[src/rtl/ballot_collect.sv]
// Five-station ballot collector: one locked one-hot vote per station,
// session closes when all stations have cast or the timer runs out.
module ballot_collect #(
  parameter int unsigned TIMEOUT = 1000
) (
  input  logic        clk,
  input  logic        rst,
  input  logic        start,
  input  logic [14:0] btn,
  output logic [2:0]  in1,
  output logic [2:0]  in2,
  output logic [2:0]  in3,
  output logic [2:0]  in4,
  output logic [2:0]  in5,
  output logic [4:0]  cast_mask,
  output logic [4:0]  err_mask,
  output logic        busy,
  output logic        valid
);

  typedef enum logic [1:0] {
    IDLE    = 2'd0,
    COLLECT = 2'd1,
    DONE    = 2'd2
  } state_t;

  localparam logic [15:0] TLAST = 16'(TIMEOUT - 1);

  state_t      state_q;
  logic [2:0]  ballot_q [5];
  logic [15:0] timer_q;
  logic [4:0]  cast_q;
  logic [4:0]  err_q;
  logic        busy_q;
  logic        valid_q;

  logic [4:0]  acc;
  logic [4:0]  rej;
  logic [4:0]  cast_d;
  logic [2:0]  fld;

  // Classify each station field; locked stations never accept or reject.
  always_comb begin
    acc = '0;
    rej = '0;
    fld = '0;
    for (int k = 0; k < 5; k++) begin
      fld = btn[3*k +: 3];
      if (state_q == COLLECT && !cast_q[k]) begin
        acc[k] = fld inside {3'b001, 3'b010, 3'b100};
        rej[k] = fld inside {3'b011, 3'b101, 3'b110, 3'b111};
      end
    end
  end

  assign cast_d = cast_q | acc;

  always_ff @(posedge clk) begin
    if (rst) begin
      state_q <= IDLE;
      for (int k = 0; k < 5; k++) ballot_q[k] <= '0;
      timer_q <= '0;
      cast_q  <= '0;
      err_q   <= '0;
      busy_q  <= 1'b0;
      valid_q <= 1'b0;
    end else begin
      err_q <= '0;
      unique case (state_q)
        COLLECT: begin
          timer_q <= timer_q + 16'd1;
          err_q   <= rej;
          cast_q  <= cast_d;
          for (int k = 0; k < 5; k++)
            if (acc[k]) ballot_q[k] <= btn[3*k +: 3];
          if (cast_d == 5'h1f || timer_q == TLAST) begin
            state_q <= DONE;
            busy_q  <= 1'b0;
            valid_q <= 1'b1;
          end
        end
        IDLE, DONE: begin
          if (start) begin
            state_q <= COLLECT;
            for (int k = 0; k < 5; k++) ballot_q[k] <= '0;
            timer_q <= '0;
            cast_q  <= '0;
            busy_q  <= 1'b1;
            valid_q <= 1'b0;
          end
        end
        default: state_q <= IDLE;
      endcase
    end
  end

  assign in1       = ballot_q[0];
  assign in2       = ballot_q[1];
  assign in3       = ballot_q[2];
  assign in4       = ballot_q[3];
  assign in5       = ballot_q[4];
  assign cast_mask = cast_q;
  assign err_mask  = err_q;
  assign busy      = busy_q;
  assign valid     = valid_q;

endmodule

[config.mk]
export PLATFORM = sky130hd
export DESIGN_NAME = ballot_collect
export DESIGN_NICKNAME = d
export VERILOG_FILES = /design/src/rtl/ballot_collect.sv
export SDC_FILE = /design/constraint.sdc
export NUM_CORES = 1
export LEC_CHECK = 0
export CAP_MARGIN = 40
export CORE_MARGIN = 2
export CORE_UTILIZATION = 54
export DETAILED_ROUTE_END_ITERATION = 6
export PLACE_DENSITY_LB_ADDON = 0.1
export SYNTH_ARGS = -nofsm -noshare
export SYNTH_HDL_FRONTEND = slang
export SYNTH_SLANG_ARGS = --single-unit
[constraint.sdc]
create_clock -name clk -period 5.1 [get_ports clk]
set_clock_uncertainty 0.2 [all_clocks]
set_input_delay 0.765 -clock clk [delete_from_list [all_inputs] [get_ports clk]]
set_output_delay 0.765 -clock clk [all_outputs]
set_load 0.02 [all_outputs]
======== Word-level counts from Yosys, hierarchy flattened ========
Memory sizes are Yosys's and may differ from the RTL's.
Index checks and enable logic that the tools add are counted.
word-level totals
  memory bits (writable) .................. 15
  bits in registers ....................... 30
  output and inout bits ................... 27
  memories kept ........................... 1
  word-level logic and storage cells ...... 156
  input bits .............................. 18
operators by class
  muxes and demuxes ....................... 54
  reduce and logical (&&, ||, !) cells .... 32
  equality and inequality tests ........... 41
  $add $sub $neg .......................... 1
  bitwise gates (word level) .............. 17
memory list
  memory    depth  bits a word  read ports  clocked after Yosys merged registers in  write ports  RTL line  text
  ballot_q  5      3            5           0                                        5            30        logic [2:0] ballot_q [5];
operator list
  kind                     count
  $eq A3 B3 Y1 const B     20
  $mux W1                  35
  $pmux W16 S2             1
  $eq A3 B2 Y1 const B     10
  $mux W3                  10
  $reduce_bool A4 Y1       5
  $add A16 B1 Y16 const B  1
  $eq A16 B10 Y1 const B   1
  $mux W16                 1
  $eq A3 B1 Y1 const B     5
  $reduce_bool A3 Y1       5
  $reduce_or A3 Y1         5
  $or A1 B1 Y1             10
  $pmux W5 S2              1
  $not A1 Y1               6
  $eq A5 B5 Y1 const B     1
  $logic_and A1 B1 Y1      5
  $logic_not A1 Y1         5
  $mux W5                  1
  $or A5 B5 Y5             1
  $mux W2                  2
  $pmux W1 S2              2
  $pmux W2 S2              1
  $reduce_and A2 Y1        2
  other kinds (9)          9

======== Depth between registers and ports, before layout ========
Gate-level depths: netlist (run 1).
  word-level depth ........................ 9
  mapped depth ............................ 7
  gate-level depth less buffers ........... 6

======== Worst setup path after synthesis (run 1) ========
Ideal clock, no wire load.
  path kind ............................... input port to flip-flop
  from .................................... input port btn[6]
  to ...................................... memory ballot_q[3][1], in the netlist ballot_q[0][10], data pin
  stages .................................. 6
  slack ................................... 2.882 ns
  data arrival time ....................... 1.764 ns
  setup time .............................. 0.255 ns
  required time ........................... 4.645 ns
  buffers on the path ..................... 1
  path through ............................ xor2_1 > o211ai_1 > o211ai_1 > o21ba_2 > buf_2 > and2_1
RTL lines
  element          RTL line  text
  start, declared  9         input logic [14:0] btn,
  end, declared    30

==> summary.md, run 1 <==
| Metric | Value |
|---|---|
| Status | complete, no violations |
| Cell Int Power | 561 uW |
| Mapped Cells | 219 |
| Max H-tree Level | 2 |
| Starting Density | 56.8% |
| Die Y | 66.5 um |
| Post-synth EDFFs | 15 |
| Hold Vio Cnt, Final | 0 |
| DR vias | 1716 |
| Unique masters post-synth | 47 |
| Pins Over Slew Limit | 0 |
| Minimum clock period | 2.99 ns |
| Post-synth top area share | 28.5% |
| Initial antenna violation count | 0 |
| Unrepaired setup endpoints after global routing | no |
| Final Cell Area | 0.00265 mm2 |
| Clock latency on the worst-skew pair | 0.30 ns |
| Drt first pass iters | 4 |
| Overall routing resource usage | 21.3% |
| Area Overhead vs Synth | 25.6% |
| Sum Neg Setup Slack | 0 ns |
| Num ports | 45 |
| Worst Setup SP | rst |
| Clk pwr share | 27.2% |
| Dpl hpwl | 3.11 mm |
| # setup viols final | 0 |
| Worst setup EP type | register |
| Hold Crit Start | cast_mask[3]$_SDFFE_PP0P_ |
| Layout Nets | 282 |
| Slew @ Worst Pin | 0.811 ns |
| CP Class | input pin to register |
| Worst hold path class | register to register |
| Postcts setup bufs | 0 |
| Remaining antenna violation count | 0 |
| Final Cycle Share | 58.6% |
| Routed len/inst | 13.7 um |
| Site Rows | 22 |
| Seq cells post-synth | 45 |
| DRC errors left | 0 |
| # port buffers | 44 |
| Seq pwr share | 52.9% |
| Chip width | 66.5 um |
| Clk buf depth | 2 |
| First-pass GRT wire length | 7.11 mm |
| 1st-iter DRT viols | 134 |
| Clk sinks | 45 |
| CP arrival | 2.77 ns |
| Share of the yosys chip area belonging to registers | 49.8% |
| Synth Area per Inst | 9.64 um2 |
| Main area contributors after synthesis | dfxtp_1, edfxtp_1, and2_1 |
| Most frequent cells in the layout | clkdlybuf4s50_1, dfxtp_1, nor2_1, nand2_1, and2_1 |
| Post-Syn Nets | 238 |
| GPL Wtd Cong | 0.844 |
| Core area | 0.00372 mm2 |
| Relative slew slack | 45.8% |
| Number of gates resized after cts | 0 |
| Mapped cell area | 0.00211 mm2 |
| WL final | 4.26 mm |
| Pwr/cell area | 291 mW/mm2 |
| Share of cells above drive strength 1 | 5.68% |
| Max Cap Violations | 0 |
| Gr ovfl total | 0 |
| Number of hold buffers added after CTS | 0 |
| Warnings, synthesis | 0 |
| Logic pwr share | 19.9% |
| CP Max Fanout | 21 |
| Main flop type after synthesis | dfxtp_1 |
| Reg area | 0.00105 mm2 |
| Largest area contributor in the netlist | dfxtp_1 |
| Commonest non-fill, non-tap cell in the layout | clkdlybuf4s50_1 |
| Net switching power | 209 uW |
| Required time of the critical path | 4.88 ns |
| Area of the multi-input gates | 998 um2 |
| Vias per inst | 5.50 |
| Largest net degree at the start of global routing | 22 |
| F_max | 0.335 GHz |
| Setup crit start kind | input pin |
| Antenna diodes | 0 |
| Root Driver | clkbuf_8 |
| DIE AREA | 0.00442 mm2 |
| Inserted Clock Buffers | 5 |
| Vias in the first global route | 1567 |
| Worst r2r src | state_q[0]$_SDFFE_PP0P_ |
| CTS clk-pin slew, worst paths | 0.08 ns |
| Leak | 0.000959 uW |
| TritonCTS clock tree | built |
| Switch share | 27.1% |
| Placed cell area | 0.00257 mm2 |
| FILL cells | 289 |
| Max VDD drop | 205 uV |
| Ys async rst share | 0% |
cell families (layout without fill, tap and decap cells):
kind of cell,after synthesis,in the layout,share of synthesized area (%)
multiplexers,2,2,1.07
XOR/XNOR,9,9,3.73
adder cells (fa/ha/maj),1,1,0.593
AND/OR/NAND/NOR,100,100,25.5
flip-flops,45,45,49.8
buffers and inverters,12,57,2.90
AO/OA/AOI/OAI,50,50,16.4
power by group through the flow:
stage                     clock network, uW  registers [uW]  logic (uW)
after global placement                    0             416         152
after global routing                    233             410         166
after floorplan                           0             443        58.6
final                                   210             407         153
after CTS                               214             408         154
after detailed placement                  0             416         154
worst paths after layout:
kind	end	slack (ns)	depth (start not counted)
worst min-delay path	err_mask[3]$_SDFF_PP0_	0.25	1
worst max-delay path	ballot_q[0][11]$_SDFFCE_PP0P_	2.11	3
worst max register to register	ballot_q[0][11]$_SDFFCE_PP0P_	3.11	3
worst min register to register	err_mask[3]$_SDFF_PP0_	0.25	1
registers in the layout, indices dropped and copies added, names as in the netlist:
signal	cells
timer_q	16
state_q	2
cast_mask	5
busy	1
valid	1
err_mask	5
ballot_q	15
synth_stat cells (2+ instances only):
| cell | count |
|---|---|
| buf_6 | 2 |
| nand2_1 | 20 |
| a211oi_1 | 5 |
| nand3_1 | 8 |
| nor4_1 | 2 |
| o21ai_0 | 14 |
| o211ai_1 | 5 |
| nand3b_1 | 2 |
| xor2_1 | 8 |
| nand2b_1 | 5 |
| nor3_1 | 3 |
| nand4_1 | 5 |
| dfxtp_1 | 30 |
| and3_1 | 4 |
| o2111ai_1 | 2 |
| inv_1 | 5 |
| and2_1 | 16 |
| edfxtp_1 | 15 |
| a22oi_1 | 2 |
| o211a_1 | 2 |
| o31ai_1 | 5 |
| nor2_1 | 25 |
| clkbuf_1 | 4 |
| a21oi_1 | 7 |
routing by layer:
metal | vias up | global-route usage (%) | wire length (um)
met5 | - | 0 | 0
met4 | 0 | 6.89 | 57
met3 | 6 | 5.74 | 208
met2 | 41 | 36.1 | 2110
met1 | 784 | 26.3 | 1890
li1 | 885 | - | -
final cells by class:
type,instances,share of cell area (%)
Clock buffer,6,2.74
Clock inverter,2,0.378
Inverter,5,0.708
Multi-Input combinational cell,162,37.7
Sequential cell,45,39.6
Tap cell,48,2.27
Timing Repair Buffer,44,16.6
stage by stage:
stage	hold slack (ns)	total power, uW	setup slack (ns)	util [%]	cells
global placement	0.258	568	1.85	69.1	304
finish	0.250	770	2.11	71.3	312
detailed placement	0.242	570	1.79	69.1	304
global route	0.281	809	1.97	71.3	312
CTS	0.253	777	2.11	71.3	312
floorplan	0.241	502	2.88	-	219
worst max-delay path, stage by stage:
cell and delay (ns):
clkdlybuf4s50_1 0.81, nor2_1 0.82, o21ai_0 0.36
(Power assumes the default switching activity.)
==> run 2: changes to the inputs <==
--- a/config.mk
+++ b/config.mk
@@ -7,7 +7,7 @@
 export LEC_CHECK = 0
 export CAP_MARGIN = 40
 export CORE_MARGIN = 2
-export CORE_UTILIZATION = 54
+export CORE_UTILIZATION = 45
 export DETAILED_ROUTE_END_ITERATION = 6
 export PLACE_DENSITY_LB_ADDON = 0.1
 export SYNTH_ARGS = -nofsm -noshare
==> constraint.sdc (replaced) <==
create_clock -name clk -period 2.7 [get_ports clk]
set_clock_uncertainty 0.2 [all_clocks]
set_input_delay 0.405 -clock clk [delete_from_list [all_inputs] [get_ports clk]]
set_output_delay 0.405 -clock clk [all_outputs]
set_load 0.02 [all_outputs]
==> run 2 against run 1 <==
Worst hold slack improved by 0.014 ns. Clock power is 88% higher. Register-to-register slack worse by 2.4 ns. Sequential power up 89%. Critical endpoint is now ballot_q[0][1]$_SDFFCE_PP0P_. Largest cell class unchanged.
==> summary.md, run 2 (synthesized netlist as in run 1, its figures left out) <==
| Metric | Value |
|---|---|
| Worst r2r src | timer_q[0]$_SDFFE_PP0P_ |
| GRT Max-Usage Layer | met2 |
| Starting Density | 47.5% (-9.3 points) |
| Overall routing resource usage | 17.8% (-3.6 points) |
| Required time of the critical path | 2.55 ns (-2.33 ns) |
| Status | complete, no violations |
| Slew @ Worst Pin | 0.542 ns (-0.269 ns) |
| Unrepaired setup endpoints after global routing | no |
| Setup ws final | 0.559 ns (-1.55 ns) |
| Clk buf depth | 2 (unchanged) |
| Vias per inst | 5.48 (-0.28%) |
| Chip width | 72.5 um (+9.0%) |
| Initial antenna violation count | 0 (unchanged) |
| CP Max Fanout | 15 (-29%) |
| Layout Nets | 286 (+1.4%) |
| First-pass GRT wire length | 7.22 mm (+1.5%) |
| CP Class | input pin to register |
| Max stage delay cell, worst path | clkdlybuf4s50_1 |
| Largest register FFs | 16 (unchanged) |
| Root Driver | clkbuf_8 |
| Biggest regs | timer_q (16), ballot_q (15) |
| TritonCTS clock tree | built |
| Post-Layout Cell Count | 320 (+2.6%) |
| Gr ovfl total | 0 (unchanged) |
| Leak | 0.000976 uW (+1.8%) |
| # setup viols final | 0 (unchanged) |
| Die Y | 72.5 um (+9.0%) |
| Pwr/cell area | 544 mW/mm2 (+87%) |
| DP Worst Slack | 0.263 ns (-1.53 ns) |
| Sum Neg Setup Slack | 0 ns (unchanged) |
| Placed cell area | 0.00260 mm2 (+1.4%) |
| Most frequent cells in the layout | clkdlybuf4s50_1, dfxtp_1, nor2_1, nand2_1, and2_1 |
| Worst hold path class | register to register |
| Met1 usage | 21.6% (-4.7 points) |
| Hold EP | err_mask[3]$_SDFF_PP0_ |
| Inserted Clock Buffers | 5 (unchanged) |
| Max VDD drop | 343 uV (+68%) |
| Antenna diodes | 0 (unchanged) |
| Drt first pass iters | 4 (unchanged) |
| Worst setup EP type | register |
| Hold Vio Cnt, Final | 0 (unchanged) |
| Postcts setup bufs | 0 (unchanged) |
| Routed len/inst | 14.0 um (+2.4%) |
| WL final | 4.47 mm (+5.0%) |
| Core area | 0.00444 mm2 (+20%) |
| Largest net degree at the start of global routing | 20 (-9.1%) |
| DRC errors left | 0 (unchanged) |
| Remaining antenna violation count | 0 (unchanged) |
| # port buffers | 44 (unchanged) |
| Clock latency on the worst-skew pair | 0.29 ns (about the same) |
| Max Cap Violations | 0 (unchanged) |
| Share of cells above drive strength 1 | 6.72% (+1.0 points) |
| Relative slew slack | 63.5% (+18 points) |
| Critical path's largest stage delay | 0.48 ns (-0.34 ns) |
| Num ports | 45 (unchanged) |
| DR vias | 1755 (+2.3%) |
| F_max | 0.467 GHz |
| Largest Register | timer_q |
| GPL Wtd Cong | 0.788 (-6.7%) |
| Pins Over Slew Limit | 0 (unchanged) |
| 1st-iter DRT viols | 89 (-34%) |
| Met2 usage | 30.9% (-5.2 points) |
| Grt met3 use | 4.86% (-0.88 points) |
| Clk sinks | 45 (unchanged) |
| R2R cell count | 5 (+2) |
| Dpl hpwl | 3.29 mm (+5.7%) |
| Hold Crit Start | cast_mask[3]$_SDFFE_PP0P_ |
| Critical path cell sequence | clkdlybuf4s50_1 > xor2_1 > o211ai_1 > o211ai_1 > o21ba_2 > and2_1 |
| Max H-tree Level | 2 (unchanged) |
| CTS clk-pin slew, worst paths | 0.08 ns (about the same) |
| Post-placement cell count | 312 (+2.6%) |
| Number of gates resized after cts | 0 (unchanged) |
| DIE AREA | 0.00525 mm2 (+19%) |
| Area Overhead vs Synth | 27.2% |
| Final Cell Area | 0.00269 mm2 (+1.3%) |
| WHS Path Cells | 1 (unchanged) |
| Commonest non-fill, non-tap cell in the layout | clkdlybuf4s50_1 |
| Power Total | 1460 uW (+90%) |
| CP arrival | 1.99 ns (-0.78 ns) |
| Number of hold buffers added after CTS | 0 (unchanged) |
| R2R Setup Slk | 0.75 ns (-2.36 ns) |
| Vias in the first global route | 1581 (+0.89%) |
| Site Rows | 24 (+9.1%) |
| Final Cycle Share | 79.3% |
| RR Endpoint | timer_q[8]$_SDFFE_PP0P_ |
| Setup crit start kind | input pin |
| Minimum clock period | 2.14 ns |
| CP most frequent cell | o211ai_1 |
==> run 2: changes by cell type in the layout (fill, tap and decap cells not counted), sizes merged <==
| cell | delta |
|---|---|
| buf | +4 |
| clkbuf | -1 |
| clkinv | +1 |
==> run 2: layer usage <==
metal	wire length, um	up-vias
met5	0	-
met4	26	0
met3	186	4
met2	2180	36
met1	2080	824
li1	-	891
==> run 2: report_power, final <==
part	internal [uW]	leakage, uW	total [uW]	switching (uW)
clock network	175	0.0000430	394	219
logic	137	0.000526	298	161
registers	749	0.000407	770	20.2
total	1060	0.000976	1460	401
==> run 2: critical path: cells and delay by family <==
family | cells | cell delay (ns)
simple gates | 1 | 0.18
compound gates | 3 | 0.72
buf+inv | 1 | 0.48
xor+xnor | 1 | 0.19
==> run 2: stage by stage <==
step | hold slack [ns] | util [%]
CTS | 0.272 | 60.4
global route | 0.278 | 60.4
finish | 0.264 | 60.4
global placement | 0.252 | 58.6
detailed placement | 0.258 | 58.6
floorplan | 0.241 | -
==> run 2: how the worst max path moves through the flow <==
| stage | start | endpoint | slack (ns) | cells past startpoint |
|---|---|---|---|---|
| after detailed placement | btn[4] | ballot_q[0][4]$_SDFFCE_PP0P_ | 0.26 | 4 |
| after global routing | btn[12] | ballot_q[0][9]$_SDFFCE_PP0P_ | 0.47 | 6 |
| after CTS | btn[6] | ballot_q[0][13]$_SDFFCE_PP0P_ | 0.57 | 6 |
| after floorplan | btn[6] | ballot_q[0][10]$_SDFFCE_PP0P_ | 0.84 | 6 |
| after global placement | btn[6] | ballot_q[0][4]$_SDFFCE_PP0P_ | 0.28 | 6 |
| final | btn[6] | ballot_q[0][1]$_SDFFCE_PP0P_ | 0.56 | 6 |
==> run 2: layout make-up <==
cell class              count  area, um2
clock inverters             3       12.5
fillers                   402       1760
well taps                  52       65.1
flip-flops and latches     45       1050
clock buffers               5       68.8
multi-input cells         162        998
repair buffers             48        470
inverters                   5       18.8
